--- config.mk ---
export PLATFORM = sky130hd
export DESIGN_NAME = wfg_dds_flat
export DESIGN_NICKNAME = d
export VERILOG_FILES = /design/src/rtl/wfg_dds_if.sv /design/src/rtl/wfg_dds.sv /design/src/flat_wrapper.sv
export SDC_FILE = /design/constraint.sdc
export NUM_CORES = 1
export LEC_CHECK = 0
export ABC_AREA = 1
export BUFFER_PORTS_ARGS = -buffer_cell sky130_fd_sc_hd__buf_2
export CAP_MARGIN = 20
export CORE_UTILIZATION = 55
export CTS_BUF_LIST = sky130_fd_sc_hd__clkbuf_16
export DETAILED_ROUTE_END_ITERATION = 6
export PLACE_DENSITY = 0.76
export RECOVER_POWER = 100
export SYNTH_ARGS = -nofsm -noshare
export SYNTH_HDL_FRONTEND = slang
export SYNTH_SLANG_ARGS = --single-unit
--- constraint.sdc ---
create_clock -name clk -period 13.5 [get_ports clk]
set_clock_uncertainty 0.15 [all_clocks]
set_input_delay 0 -clock clk [delete_from_list [all_inputs] [get_ports clk]]
set_output_delay 0 -clock clk [all_outputs]
set_load 0.01 [all_outputs]
--- src/rtl/wfg_dds_if.sv ---
// wfg_dds control and sample bundle.
// Master drives the controls, slave returns wave/wrap.
interface wfg_dds_if #(
  parameter int W  = 8,
  parameter int PW = 16
);
  logic          en;
  logic [2:0]    func;
  logic [PW-1:0] step;
  logic [W-1:0]  duty;
  logic [2:0]    atten;
  logic [W-1:0]  wave;
  logic          wrap;

  modport master (
    output en, func, step, duty, atten,
    input  wave, wrap
  );

  modport slave (
    input  en, func, step, duty, atten,
    output wave, wrap
  );
endinterface

--- src/rtl/wfg_dds.sv ---
// Phase-accumulator waveform generator, eight modes.
// Registered W-bit sample plus one-cycle wrap pulse per period.
module wfg_dds #(
  parameter int W  = 8,
  parameter int PW = 16,
  parameter logic [W-1:0] TAPS = 8'hB8
) (
  input logic      clk,
  input logic      rst,
  wfg_dds_if.slave dds
);
  localparam logic [W-1:0] MAX   = '1;
  localparam logic [W-1:0] STAIR = MAX << (W / 2);
  localparam int           SH    = W - 2;

  logic [PW-1:0]  acc_q, acc_d;
  logic [W-1:0]   lfsr_q, lfsr_d;
  logic [W-1:0]   wave_q, wave_d;
  logic [2:0]     func_q, func_d;
  logic           wrap_q, wrap_d;

  logic [PW:0]    sum;
  logic [W-1:0]   p, t, tri_v, raw, lfsr_nx;
  logic [2*W-1:0] prod;
  logic           mode_chg;

  assign p        = acc_q[PW-1 -: W];
  assign t        = {p[W-2:0], 1'b0};
  assign tri_v    = p[W-1] ? ~t : t;
  assign prod     = {{W{1'b0}}, tri_v}
                  * {{W{1'b0}}, MAX - tri_v};
  assign sum      = {1'b0, acc_q} + {1'b0, dds.step};
  assign mode_chg = dds.func != func_q;
  assign lfsr_nx  = lfsr_q[0] ? ((lfsr_q >> 1) ^ TAPS)
                              : (lfsr_q >> 1);

  always_comb begin
    raw = wave_q;
    unique case (dds.func)
      3'd0: raw = p;
      3'd1: raw = MAX - p;
      3'd2: raw = tri_v;
      3'd3: raw = (p < dds.duty) ? MAX : '0;
      3'd4: raw = p & STAIR;
      3'd5: raw = lfsr_q;
      3'd6: raw = W'(prod >> SH);
      3'd7: raw = wave_q;
    endcase
  end

  // A mode change restarts the period; the sample still uses the old phase.
  always_comb begin
    acc_d  = acc_q;
    lfsr_d = lfsr_q;
    wave_d = wave_q;
    func_d = func_q;
    wrap_d = 1'b0;
    if (dds.en) begin
      wave_d = raw >> dds.atten;
      if (mode_chg) begin
        acc_d  = '0;
        func_d = dds.func;
      end else begin
        {wrap_d, acc_d} = sum;
      end
      if (dds.func == 3'd5) lfsr_d = lfsr_nx;
    end
  end

  always_ff @(posedge clk or posedge rst) begin
    if (rst) begin
      acc_q  <= '0;
      lfsr_q <= W'(1);
      wave_q <= '0;
      func_q <= '0;
      wrap_q <= 1'b0;
    end else begin
      acc_q  <= acc_d;
      lfsr_q <= lfsr_d;
      wave_q <= wave_d;
      func_q <= func_d;
      wrap_q <= wrap_d;
    end
  end

  assign dds.wave = wave_q;
  assign dds.wrap = wrap_q;
endmodule

--- src/flat_wrapper.sv ---
// flat-port wrapper written by rule: the top's interface ports become plain ports
module wfg_dds_flat 
#(
  parameter int W  = 8,
  parameter int PW = 16,
  parameter logic [W-1:0] TAPS = 8'hB8
)
  (clk, rst, dds_en, dds_func, dds_step, dds_duty, dds_atten, dds_wave, dds_wrap);
  wfg_dds_if #(.W(W), .PW(PW)) dds_i ();
  input logic clk;
  input logic rst;
  input wire logic [$bits(dds_i.en)-1:0] dds_en;
  input wire logic [$bits(dds_i.func)-1:0] dds_func;
  input wire logic [$bits(dds_i.step)-1:0] dds_step;
  input wire logic [$bits(dds_i.duty)-1:0] dds_duty;
  input wire logic [$bits(dds_i.atten)-1:0] dds_atten;
  output wire logic [$bits(dds_i.wave)-1:0] dds_wave;
  output wire logic [$bits(dds_i.wrap)-1:0] dds_wrap;
  assign dds_i.en = dds_en;
  assign dds_i.func = dds_func;
  assign dds_i.step = dds_step;
  assign dds_i.duty = dds_duty;
  assign dds_i.atten = dds_atten;
  assign dds_wave = dds_i.wave;
  assign dds_wrap = dds_i.wrap;
  wfg_dds #(.W(W), .PW(PW), .TAPS(TAPS)) u_core (.clk(clk), .rst(rst), .dds(dds_i));
endmodule
## Word level (Yosys, flattened, before mapping)

Index checks and enable logic that the tools add are counted.

- Logic and storage cells: 31
- Input bits: 33
- Flip-flop bits (word level): 36

- $mul: 1
- Order comparisons: 1
- Equal/unequal tests: 8
- Bitwise operators: 2
- Mux-type cells: 7
- Add/subtract/negate cells: 3
- Reductions and logical operators: 3
- Shift-type cells: 1

Operators by type and width:

| kind | number |
|---|---|
| 8-bit one-hot mux with 8 select lines | 1 |
| 8-bit two-way mux | 3 |
| 16-bit by 16-bit adder with 17-bit output | 1 |
| 16-bit two-way mux | 1 |
| 8-bit subtractor (first input constant) | 2 |
| 8-bit by 8-bit multiplier with 14-bit output | 1 |
| 3-bit equality test (second input constant) | 4 |
| 8-bit < comparator | 1 |
| 8-bit NOT | 1 |
| 8-bit by 3-bit right shift with 8-bit output | 1 |
| 3-bit by 2-bit equality test with 1-bit output (second input constant) | 2 |
| 3-bit NOT with 4-bit output | 1 |
| 2-bit AND reduction | 2 |
| 3-bit by 1-bit equality test with 1-bit output (second input constant) | 1 |
| 3-bit logical NOT | 1 |
| 3-bit != test | 1 |
| 1-bit two-way mux | 2 |

## Longest topological paths before layout

Gate-level depths: netlist of the first run.

- Depth in word-level cells: 6
- Depth in mapped cells: 30
- Mapped depth without buffers: 30

## Least setup slack after synthesis of the first run

Ideal clock, no wire load.

- Path kind: flip-flop to flip-flop
- From: reg u_core.acc_q[15]
- To: reg u_core.wave_q[1] (netlist: u_core.dds.wave[1])
- Arrival: 4844 ps
- Buffers on the path: 1
- Cell stages (with the launch flop): 26
- Period minus slack after synthesis: 5067 ps
- Setup slack: 8433 ps
- Setup time: 73 ps
- Path through: dfrtp_1 inv_1 ha_1 clkbuf_1 nand2_1 fa_1 fa_1 fa_1 fa_1 inv_1 ha_1 inv_1 o21ai_0 nor2_1 nand2_1 nand2_1 nand2_1 nand2_1 nand3_1 nand2_1 nand2_1 nand2_1 nand2_1 nand2_2 nand3_2 a21oi_2

- Longest elaborated chain between the ends: 5
- Elaborated cells between the ends (all ways): 8
- Those cells by class: 2 x add/sub; 1 x mul; 1 x order compare; 1 x shift; 3 x mux

RTL lines:

| item | line | text |
|---|---|---|
| start, declared | wfg_dds.sv:16 | `logic [PW-1:0] acc_q, acc_d;` |
| start signal, assigned | wfg_dds.sv:72 | `acc_q <= '0;` |
| start signal, assigned | wfg_dds.sv:78 | `acc_q <= acc_d;` |
| 8-bit two-way mux | wfg_dds.sv:29 | `assign tri_v = p[W-1] ? ~t : t;` |
| 8-bit subtractor | wfg_dds.sv:31 | `* {{W{1'b0}}, MAX - tri_v};` |
| 8-bit by 8-bit multiplier with 14-bit output | wfg_dds.sv:31 |  |
| 8-bit one-hot mux with 8 select lines (*) | wfg_dds.sv:39 | `unique case (dds.func)` |
| 8-bit by 3-bit right shift with 8-bit output (*) | wfg_dds.sv:59 | `wave_d = raw >> dds.atten;` |
| end signal, assigned | wfg_dds.sv:80 | `wave_q <= wave_d;` |
| end, declared | wfg_dds.sv:18 | `logic [W-1:0] wave_q, wave_d;` |

Mark *: on every way between the ends. The rest lies on a longest branch, timed or not.
A chain may end at the register's enable or synchronous reset.

## Worst setup path in the final report of the first run

- From: reg u_core.acc_q[15]
- To: reg u_core.wave_q[2] (netlist: u_core.dds.wave[2])

The elaborated chain is that of the path after synthesis.

==> metrics.log, run 1 <==
[metrics] result of the run: complete, but fails checks
[metrics] violations in the final reports: capacitance limit, slew limit
[metrics] arrival time of the worst setup path: roughly 6000 ps
[metrics] final total power: just over 0.0007 W
[metrics] type of element launching the critical path: register
[metrics] wire length of the first global-routing pass: 20.9 mm
[metrics] mean number of vias per cell: 5.52
[metrics] number of nets in the layout: 879
[metrics] total congestion overflow: 0
[metrics] Synth Area per Inst: 6.93 um2
[metrics] setup slack of the critical path after layout: 7490 ps
[metrics] worst setup path start: u_core.acc_q[15]
[metrics] root buffer selected by CTS: clkbuf_16
[metrics] number of hold violations in the final report: 0
[metrics] Post-DRT Antenna Nets: 0
[metrics] die boundary width: 96.3 um
[metrics] #FFs+latches synth: 36
[metrics] maximum vdd drop: 0.0782 mV
[metrics] Overall Global Routing Usage: 29.2%
[metrics] clock insertion delay at the later pin of the skew report: 280 ps
[metrics] number of max-slew violations in the final report: 37
[metrics] DRC viols: 0
[metrics] count of routing violations after the opening detailed-route iteration: 229
[metrics] first drt pass iteration count: 5
[metrics] quantity of I/O buffers inserted on ports: slightly above 40
[metrics] floorplan row count: 34
[metrics] buffers inserted during post-CTS setup optimization: 0
[metrics] setup tns final: 0 ps
[metrics] number of maximum-capacitance constraint violations: 1
[metrics] Die H: 96.3 um
[metrics] final count of negative-setup-slack endpoints: 0
[metrics] synthesized cell area: 0.00489 mm2
[metrics] worst slack, placed: 7620 ps
[metrics] depth of the CTS H-tree: 2
[metrics] placeable core area: about 0.0087 mm2
[metrics] I/O Pins: 42
[metrics] hold_ws: 8.68 ps
[metrics] Worst R2R Setup Slack: roughly 7500 ps
[metrics] pwr dens: 134 mW/mm2
[metrics] top library cells by usage in the layout, fill and taps aside: 186 x nand2_1, 123 x inv_1, 69 x ha_1
[metrics] Min-Delay Startpoint: dds_step[1]
[metrics] Post-CTS Hold Buffers: 9
[metrics] via count of the routed design: 4,737
[metrics] Slew headroom: -36.8%
[metrics] total length of routed wires: 12.4 mm
[metrics] Synthesized Nets: 834
[metrics] clock-pin slew reported for the worst setup and hold paths after clock tree synthesis: 60 ps
[metrics] fraction of the yosys area taken by sequential cells: a little under a fifth
[metrics] synthesis-to-finish area growth: 9.68%
[metrics] CTS resizes: 0
[metrics] proportion of layout cells with a drive suffix above 1: 7.07%
[metrics] number of antenna violations at the first check in global routing: 0
[metrics] number of instances in the synthesized netlist: 705
[metrics] Leakage: between 2 and 3 nW
[metrics] number of diodes: 0
[metrics] unrepaired setup endpoints after global routing: false
[metrics] Yosys cell types: 38
[metrics] Die Footprint: approximately 0.009 mm2
[metrics] hpwl dp: 9.81 mm
[metrics] shortest clock period the worst path allows after layout: 6010 ps
[metrics] origin of the critical flop-to-flop path: u_core.acc_q[15]
[metrics] maximum clock frequency: 166 MHz
[metrics] Critical Path RT: 13,520 ps
[metrics] deepest clock path buffer count: 2
[metrics] worst hold path type: in2reg
[metrics] crit end category: register
[metrics] wire length per cell after detailed routing: 14.4 um
[metrics] leading cell type in the layout, fill and taps excluded: nand2_1
[metrics] Num Clock Sinks: 36
[metrics] CTS buffer count: 5
[metrics] number of global-route vias before repair: 4,741
[metrics] CTS tree: yes
[metrics] maximum number of pins on one net before global-route repair: 37
[metrics] final std cells w/o fill: roughly 860
[metrics] final period utilization: 44.5%
[metrics] critical path class: reg2reg
[metrics] worst-path fanout max: 13
[metrics] # placed instances: 842
[metrics] slew at the pin closest to its max-slew limit: between 2000 and 2500 ps
[metrics] gp weighted congestion: 1.05
[metrics] number of warnings issued by yosys: 0
[metrics] Initial Util: about 56%
==> registers in the layout, indices dropped and copies added, names as in the netlist <==
name,count
u_core.func_q,3
u_core.acc_q,16
u_core.dds.wave,8
u_core.lfsr_q,8
u_core.dds.wrap,1
==> through the flow <==
step	util [%]	cell area (um2)
floorplan	-	4890
global placement	59.5	5160
detailed placement	59.5	5160
CTS	62.1	5390
global route	61.8	5360
finish	61.8	5360
==> metal layers <==
metal  track usage (%)  share of wire [%]  up-vias
li1                  -                  -     2347
met1              34.0                 42     2189
met2              53.7                 49      162
met3              3.08                5.0       39
met4              12.4                3.3        0
met5                 0                  0        -
==> area by class of cell <==
type / count / area (um2)
Multi-Input combinational cell: 523 / 3400
Tap cell: 108 / 135
Clock inverter: 2 / 7.51
Timing Repair Buffer: 51 / 287
Clock buffer: 5 / 125
Fill cell: 822 / 3320
Inverter: 133 / 499
Sequential cell: 36 / 902
==> logic make-up after synthesis <==
group	Yosys count	share of synthesized area, %
compound gates	101	11.7
buf+inv	146	11.6
fa+ha+maj	96	28.7
flops	36	18.5
simple gates	315	27.5
xor+xnor	11	1.97
==> worst max-delay path, stage by stage (launching register included) <==
cell and delay (ps):
dfrtp_1 620, inv_1 330, ha_1 490, clkinv_1 320, nand2_1 190, fa_1 460
fa_1 520, fa_1 520, fa_1 540, inv_1 50, ha_1 340, inv_1 70
o21ai_0 280, nor2_1 110, nand2_1 110, nand2_1 60, nand3_1 70, nand3_1 110
nand3_1 120, nand3_1 80, nand2_1 70, clkinv_1 50, nand2_1 50, nand2_1 50
nand2_1 50, nand2_1 60
==> cell usage after synthesis, drive strengths merged <==
library cell,count,share of area (%)
o21ai,41,4.2
xor2,6,1.1
clkinv,5,0.38
nand3b,2,0.31
nor3,7,1.2
nor2,51,4.0
nand2,190,15
nand3,60,6.6
inv,128,9.8
ha,69,18
a211oi,2,0.31
dfstp,1,0.54
o21bai,3,0.46
o22ai,7,0.90
or2,1,0.13
a21o,1,0.15
xnor2,5,0.90
clkbuf,7,0.59
a31oi,5,0.64
a21oi,31,3.3
a22o,2,0.36
fa,27,11
o221ai,2,0.36
nand4,3,0.38
dfrtp,35,18
buf,6,0.84
o21a,2,0.31
o211ai,5,0.77
nor4,1,0.13
==> path summary, 6_finish.rpt <==
path	end	cells past startpoint
max in group asynchronous	u_core.acc_q[2]	4
min in group asynchronous	u_core.acc_q[7]	4
worst max-delay path	u_core.dds.wave[2]	25
worst min-delay path	u_core.acc_q[1]	3
worst min register to register	u_core.acc_q[7]	2
worst max register to register	u_core.dds.wave[2]	25
==> report_power, final <==
group	internal, W	total, W	switching (W)
clock	0.0000660	0.000109	0.0000430
sequential	0.000123	0.000142	0.0000196
combinational	0.000174	0.000465	0.000291
total	0.000362	0.000716	0.000354
No activity file was read; power rests on OpenSTA's default activity.
==> run 2, diff against run 1 <==
--- a/config.mk
+++ b/config.mk
@@ -5,13 +5,13 @@
 export SDC_FILE = /design/constraint.sdc
 export NUM_CORES = 1
 export LEC_CHECK = 0
-export ABC_AREA = 1
+export ABC_AREA = 0
 export BUFFER_PORTS_ARGS = -buffer_cell sky130_fd_sc_hd__buf_2
 export CAP_MARGIN = 20
 export CORE_UTILIZATION = 55
 export CTS_BUF_LIST = sky130_fd_sc_hd__clkbuf_16
 export DETAILED_ROUTE_END_ITERATION = 6
-export PLACE_DENSITY = 0.76
+export PLACE_DENSITY = 0.8
 export RECOVER_POWER = 100
 export SYNTH_ARGS = -nofsm -noshare
 export SYNTH_HDL_FRONTEND = slang
==> constraint.sdc (replaced) <==
create_clock -name clk -period 5.1 [get_ports clk]
set_clock_uncertainty 0.15 [all_clocks]
set_input_delay 0 -clock clk [delete_from_list [all_inputs] [get_ports clk]]
set_output_delay 0 -clock clk [all_outputs]
set_load 0.01 [all_outputs]
==> run 2 against run 1 <==
The run ends with capacitance limit, slew limit, setup timing left. Sequential share of layout area is 1.4 points lower. Via count is 11% lower. Clock power rose to 3.1 times the previous value. Global-route usage increased by 0.20 points. Critical path depth down 7. Routed wire length up 1.7%. Design area increased by 9.4%. Fmax increased by 14%. Core utilization grew 9.6 points. First-iteration DRC count rose by 17%. Cell count fell by 17%. Combinational power rose to 3.4 times the previous value. Largest power group unchanged.
==> metrics.log, run 2 <==
[metrics] result of the run: complete, but fails checks
[metrics] proportion of layout cells with a drive suffix above 1: 26.0%
[metrics] shortest clock period the worst path allows after layout: 5250 ps
[metrics] worst hold path type: in2reg
[metrics] gp weighted congestion: approximately 0.90
[metrics] Initial Util: 56.7%
[metrics] total length of routed wires: 12.6 mm
[metrics] number of nets in the layout: 732
[metrics] final count of negative-setup-slack endpoints: 7
[metrics] CTS buffer count: 5
[metrics] largest reg by FF count: u_core.acc_q
[metrics] via count of the routed design: 4,208
[metrics] worst-path fanout max: 12
[metrics] violations in the final reports: capacitance limit, slew limit, setup timing
[metrics] worst setup path start: u_core.acc_q[15]
[metrics] Num Clock Sinks: 36
[metrics] hpwl dp: 9.25 mm
[metrics] number of instances in the synthesized netlist: between 500 and 600
[metrics] #FFs+latches synth: 36
[metrics] critical path class: reg2reg
[metrics] DRC viols: 0
[metrics] slew at the pin closest to its max-slew limit: 1950 ps
[metrics] number of global-route vias before repair: 4,269
[metrics] unrepaired setup endpoints after global routing: true
[metrics] Yosys cell types: 55
[metrics] maximum vdd drop: between 0.2 and 0.25 mV
[metrics] number of maximum-capacitance constraint violations: 1
[metrics] Die Footprint: 0.00885 mm2
[metrics] largest area contributor in the netlist: dfrtp_1
[metrics] number of hold violations in the final report: 0
[metrics] Die H: 94.1 um
[metrics] number of max-slew violations in the final report: 37
[metrics] Synthesized Nets: 647
[metrics] maximum number of pins on one net before global-route repair: 37
[metrics] setup slack of the critical path after layout: -153 ps
[metrics] count of routing violations after the opening detailed-route iteration: ~270
[metrics] predominant post-synthesis flop cell: dfrtp_1
[metrics] Slew headroom: -29.7%
[metrics] number of enable flip-flop cells after synthesis: 0
[metrics] die boundary width: 94.1 um
[metrics] # placed instances: 675
[metrics] depth of the CTS H-tree: 2
[metrics] CP Cell Sequence: inv_8, ha_4, buf_12, nand2b_4, fa_1, fa_1, fa_1, fa_1, inv_2, ha_4, and3_1, and3_4, o21ai_2, mux2_4, o211ai_1, mux2i_2, mux2_4, a311oi_2
[metrics] top library cells by usage in the layout, fill and taps aside: 64 x inv_1, 56 x ha_1, 47 x buf_4
[metrics] crit end category: register
[metrics] fraction of synthesized cell area taken by the top area cell type: 18.8%
[metrics] share of async-settable or async-resettable flops after synthesis: 100%
[metrics] pwr dens: 388 mW/mm2
[metrics] max reg flops: 16
[metrics] leading cell type by number of instances after synthesis: inv_1
[metrics] Synth Area per Inst: ~9.0 um2
[metrics] leading cell type in the layout, fill and taps excluded: inv_1
[metrics] clock-pin slew reported for the worst setup and hold paths after clock tree synthesis: approximately 60 ps
[metrics] floorplan row count: 33
[metrics] final std cells w/o fill: around 700
[metrics] utilization of the core after routing: 71.4%
[metrics] I/O Pins: between 40 and 50
[metrics] list of most frequent post-synthesis cells: 72 x inv_1, 69 x ha_1, 35 x dfrtp_1
[metrics] cell repeated most along the worst path: fa_1
[metrics] mean number of vias per cell: 5.93
[metrics] CTS tree: yes
[metrics] total congestion overflow: 0
[metrics] placeable core area: 0.00822 mm2
[metrics] synthesis-to-finish area growth: 25.9%
[metrics] master of the slowest instance on the critical path: fa_1
[metrics] arrival time of the worst setup path: 5290 ps
[metrics] wire length of the first global-routing pass: 20.2 mm
[metrics] Post-DRT Antenna Nets: 0
[metrics] origin of the critical flop-to-flop path: u_core.acc_q[15]
[metrics] Worst path top cell family by delay: adder cells
[metrics] number of buffers and inverters on the critical path: 3
[metrics] top post-synthesis cells by area: dfrtp_1 19%, ha_1 19%, fa_1 12%
[metrics] deepest clock path buffer count: 2
[metrics] root buffer selected by CTS: clkbuf_16
[metrics] Overall Global Routing Usage: 29.4%
[metrics] fraction of the yosys area taken by sequential cells: 19.4%
[metrics] Min-Delay Startpoint: dds_step[15]
[metrics] Leakage: slightly below 3 nW
[metrics] peak per-stage delay on the critical path: 520 ps
[metrics] maximum clock frequency: 190 MHz
[metrics] number of antenna violations at the first check in global routing: 0
[metrics] quantity of I/O buffers inserted on ports: about 40
[metrics] final period utilization: 103%
[metrics] synthesized cell area: 0.00466 mm2
[metrics] wire length per cell after detailed routing: 17.7 um
[metrics] clock insertion delay at the later pin of the skew report: around 280 ps
[metrics] type of element launching the critical path: register
[metrics] number of warnings issued by yosys: 0
[metrics] first drt pass iteration count: 5
[metrics] Critical Path RT: 5140 ps
-- run 2: cell types whose count changed in the layout (fill, tap and decap cells not counted), sizes merged, moves of 8 or more --
cell / delta
nor2b: +15
o21ai: -23
nand2: -164
inv: -55
nand3: -55
o2bb2ai: +15
nor2: -20
a21o: +8
mux2: +17
nand2b: +16
xnor2: +12
buf: +50
-- run 2: path summary, 6_finish.rpt --
path	end	slack, ps	cells past startpoint
max	u_core.dds.wave[0]	-150	18
min	u_core.dds.wrap	2	3
max reg2reg	u_core.dds.wave[0]	-150	18
min reg2reg	u_core.acc_q[7]	340	1
max in group asynchronous	u_core.acc_q[15]	2710	4
min in group asynchronous	u_core.acc_q[4]	830	4
-- run 2: layout make-up --
| type | count | area [um2] |
|---|---|---|
| Timing Repair Buffer | 97 | 642 |
| Multi-Input combinational cell | 390 | 3740 |
| Clock buffer | 5 | 125 |
| Fill cell | 565 | 2350 |
| Sequential cell | 36 | 903 |
| Tap cell | 105 | 131 |
| Clock inverter | 3 | 38.8 |
| Antenna cell | 1 | 2.50 |
| Inverter | 73 | 287 |
-- run 2: logic make-up (layout without fill, tap and decap cells) --
family	Yosys count	count (layout)	synth area share, %
other cells	0	1	0
simple gates	116	116	12.3
fa+ha+maj	96	96	30.1
flops	36	36	19.4
compound gates	124	124	19.5
xor+xnor	30	30	5.64
buf+inv	92	178	7.46
mux	24	24	5.61
-- run 2: power breakdown --
group	switching, W	leakage [nW]	internal (W)
Combinational	0.000813	2.34	0.000768
Clock	0.000113	0.0850	0.000228
Sequential	0.0000342	0.479	0.000319
-- run 2: what timing repair did --
action | 4_1_cts | 5_1_grt
hold buffers | 6 | 0
pin swaps | 4 | 17
resized for setup | 12 | 26
setup buffers | 11 | 9
hold endpoints to repair | 42 | 0
endpoints found under the setup margin | 6 | 7
-- run 2: per-layer routing --
metal  GRT usage [%]  wire length (um)
met5               0                 0
met4            9.36               359
met3            3.40               773
met2            51.2              6270
met1            37.8              5170
-- run 2: metrics by stage --
step                total power (W)  setup TNS, ps  cell area (um2)  hold slack, ps  setup WS, ps
finish                      0.00227           -580             5870            1.88          -153
global route                0.00244          -1790             5860            17.8          -311
CTS                         0.00212           -264             5720           0.368         -90.6
detailed placement          0.00168           -512             5360           -8.29          -166
global placement            0.00162          -98.9             5360           -31.7         -68.1
floorplan                   0.00131          -52.0             4900           -36.0         -52.0
-- run 2: worst reg2reg max path, stage by stage, from the launching register on --
cell	delay, ps
dfrtp_2	440
inv_8	120
ha_4	230
buf_12	140
nand2b_4	140
fa_1	450
fa_1	510
fa_1	450
fa_1	520
inv_2	60
ha_4	290
and3_1	140
and3_4	210
o21ai_2	80
mux2_4	280
o211ai_1	280
mux2i_2	150
mux2_4	300
a311oi_2	240
==> run 3, diff against run 2 <==
--- a/config.mk
+++ b/config.mk
@@ -11,8 +11,9 @@
 export CORE_UTILIZATION = 55
 export CTS_BUF_LIST = sky130_fd_sc_hd__clkbuf_16
 export DETAILED_ROUTE_END_ITERATION = 6
-export PLACE_DENSITY = 0.8
+export PLACE_DENSITY = 0.88
 export RECOVER_POWER = 100
+export SETUP_SLACK_MARGIN = 0.1
 export SYNTH_ARGS = -nofsm -noshare
 export SYNTH_HDL_FRONTEND = slang
 export SYNTH_SLANG_ARGS = --single-unit
==> run 3 against run 2 <==
The flow still finishes with violations (capacitance limit, slew limit, setup timing). Combinational power hardly changed. Flip-flop and latch count stayed put. Setup slack worse by 94 ps. Fmax is 1.8% lower. Non-clock buffer count is 1 lower. Worst hold slack better by 32 ps. Total power is 3.0% lower. Cell count is 0.28% lower. Design area is 0.79% lower. First-iteration DRC count is 23% higher. Core utilization is 0.56 points lower. Sequential power hardly changed. Highest routed layer unchanged.
==> metrics.log, run 3 (synthesized netlist as in run 2, its figures left out) <==
[metrics] unrepaired setup endpoints after global routing: true
[metrics] I/O Pins: 42
[metrics] Overall Global Routing Usage: 28.8%
[metrics] Slew headroom: -30.8%
[metrics] sw power: 0.000953 W
[metrics] shortest clock period the worst path allows after layout: 5350 ps
[metrics] DRC viols: 0
[metrics] result of the run: complete, but fails checks
[metrics] relative contribution of the clock network to total power: a little over an eighth
[metrics] pwr dens: 379 mW/mm2
[metrics] number of diodes: 0
[metrics] cell repeated most along the worst path: fa_1
[metrics] top library cells by usage in the layout, fill and taps aside: 66 x inv_1, 57 x ha_1, 44 x buf_4
[metrics] # placed instances: between 600 and 700
[metrics] total congestion overflow: 0
[metrics] proportion of layout cells with a drive suffix above 1: approximately a quarter
[metrics] root buffer selected by CTS: clkbuf_16
[metrics] number of max-slew violations in the final report: 37
[metrics] crit end category: register
[metrics] via count of the routed design: 4,275
[metrics] Leakage: between 2 and 3 nW
[metrics] worst-path fanout max: 8
[metrics] maximum clock frequency: 187 MHz
[metrics] number of global-route vias before repair: ~4.2k
[metrics] maximum number of pins on one net before global-route repair: 37
[metrics] Worst path top cell family by delay: adder cells
[metrics] Min-Delay Startpoint: dds_step[1]
[metrics] wire length of the first global-routing pass: 19.7 mm
[metrics] number of antenna violations at the first check in global routing: 0
[metrics] die boundary width: 94.1 um
[metrics] setup tns final: -1220 ps
[metrics] origin of the critical flop-to-flop path: u_core.acc_q[15]
[metrics] final period utilization: 105%
[metrics] Num Clock Sinks: 36
[metrics] clock-pin slew reported for the worst setup and hold paths after clock tree synthesis: 60 ps
[metrics] number of hold violations in the final report: 0
[metrics] maximum vdd drop: 0.219 mV
[metrics] floorplan row count: 33
[metrics] setup slack of the critical path after layout: -247 ps
[metrics] deepest clock path buffer count: 2
[metrics] placeable core area: 0.00822 mm2
[metrics] Die Footprint: 0.00885 mm2
[metrics] quantity of I/O buffers inserted on ports: 41
[metrics] Initial Util: 56.7%
[metrics] first drt pass iteration count: 5
[metrics] type of element launching the critical path: register
[metrics] wire length per cell after detailed routing: 18.1 um
[metrics] peak per-stage delay on the critical path: around 540 ps
[metrics] total length of routed wires: 12.8 mm
[metrics] synthesis-to-finish area growth: 24.9%
[metrics] mean number of vias per cell: 6.04
[metrics] critical path class: reg2reg
[metrics] clock insertion delay at the later pin of the skew report: around 280 ps
[metrics] worst hold path type: in2reg
[metrics] worst setup path start: u_core.acc_q[15]
[metrics] Critical Path RT: between 5000 and 6000 ps
[metrics] arrival time of the worst setup path: roughly 5400 ps
[metrics] violations in the final reports: capacitance limit, slew limit, setup timing
[metrics] Flop pwr share: 16.0%
[metrics] Internal Pwr Total: 0.00125 W
[metrics] CP Cell Sequence: inv_8, ha_4, buf_4, nand2b_4, fa_2, fa_1, fa_1, fa_1, inv_2, ha_4, and3_4, and3_4, o21ai_2, mux2_4, o211ai_1, mux2i_1, mux2_4, a311oi_2
[metrics] number of buffers and inverters on the critical path: 3
[metrics] max reg flops: 16
[metrics] fill cell count: 556
[metrics] largest reg by FF count: u_core.acc_q
[metrics] Die H: 94.1 um
[metrics] relative contribution of combinational cells to total power: 70.7%
[metrics] CTS buffer count: 5
[metrics] number of maximum-capacitance constraint violations: 1
[metrics] gp weighted congestion: roughly 0.91
[metrics] count of routing violations after the opening detailed-route iteration: 330
[metrics] slew at the pin closest to its max-slew limit: 1960 ps
[metrics] final std cells w/o fill: 708
[metrics] depth of the CTS H-tree: 2
[metrics] leading cell type in the layout, fill and taps excluded: inv_1
[metrics] hpwl dp: 9.06 mm
[metrics] final count of negative-setup-slack endpoints: 8
[metrics] CTS tree: yes
[metrics] switching power as a share of total power: between 40% and 50%
[metrics] number of nets in the layout: 731
[metrics] master of the slowest instance on the critical path: fa_2
[metrics] Post-DRT Antenna Nets: 0
[run 3: routing by layer]
| layer | vias up | GRT usage [%] | routed length [um] |
|---|---|---|---|
| li1 | 1976 | - | - |
| met1 | 2044 | 35.9 | 5230 |
| met2 | 205 | 50.0 | 6330 |
| met3 | 50 | 4.29 | 790 |
| met4 | 0 | 11.0 | 445 |
| met5 | - | 0 | 0 |
[run 3: repair_timing]
| item | 4_1_cts | 5_1_grt |
|---|---|---|
| buffers inserted | 7 | 11 |
| gates resized for setup | 14 | 28 |
| hold buffers | 6 | 1 |
| setup endpoints to repair | 7 | 8 |
| hold endpoints to repair | 42 | 2 |
| pin swaps | 12 | 26 |
[run 3: area by class of cell]
| class | count | area, um2 | share of cell area, % |
|---|---|---|---|
| multi-input cells | 390 | 3730 | 64.1 |
| flip-flops and latches | 36 | 903 | 15.5 |
| repair buffers | 96 | 634 | 10.9 |
| inverters | 73 | 287 | 4.92 |
| well taps | 105 | 131 | 2.26 |
| clock buffers | 5 | 125 | 2.15 |
| clock inverters | 3 | 11.3 | 0.194 |
[run 3: path summary, 6_finish.rpt]
path | endpoint | slack [ps] | cells past startpoint
setup / recovery | u_core.dds.wave[0] | -250 | 18
hold / removal | u_core.acc_q[1] | 30 | 4
setup reg to reg | u_core.dds.wave[0] | -250 | 18
hold reg to reg | u_core.acc_q[5] | 340 | 1
max in group asynchronous | u_core.acc_q[15] | 2720 | 4
min in group asynchronous | u_core.acc_q[4] | 820 | 4
[run 3: metrics by stage]
stage               hold slack [ps]  total power (W)  utilization, %  cell area (um2)  setup slack, ps
floorplan                     -36.0          0.00131               -             4900            -52.0
global placement              -34.9          0.00159            65.1             5350            -60.1
CTS                            -137          0.00203            68.7             5650             -115
global route                   68.6          0.00237            70.8             5820             -407
detailed placement            -25.5          0.00166            65.1             5350             -161
finish                         33.8          0.00221            70.8             5820             -247
[run 3: power by group through the flow]
stage	Sequential, W	Combinational, W	Clock, W
floorplan	0.000357	0.000953	0
global placement	0.000353	0.00124	0
detailed placement	0.000355	0.00130	0
CTS	0.000351	0.00139	0.000291
global route	0.000357	0.00171	0.000303
finish	0.000354	0.00156	0.000292
[run 3: worst min-delay path, stage by stage]
cell,delay [ps]
buf_2,110
fa_1,160
inv_1,40
o2bb2ai_1,120
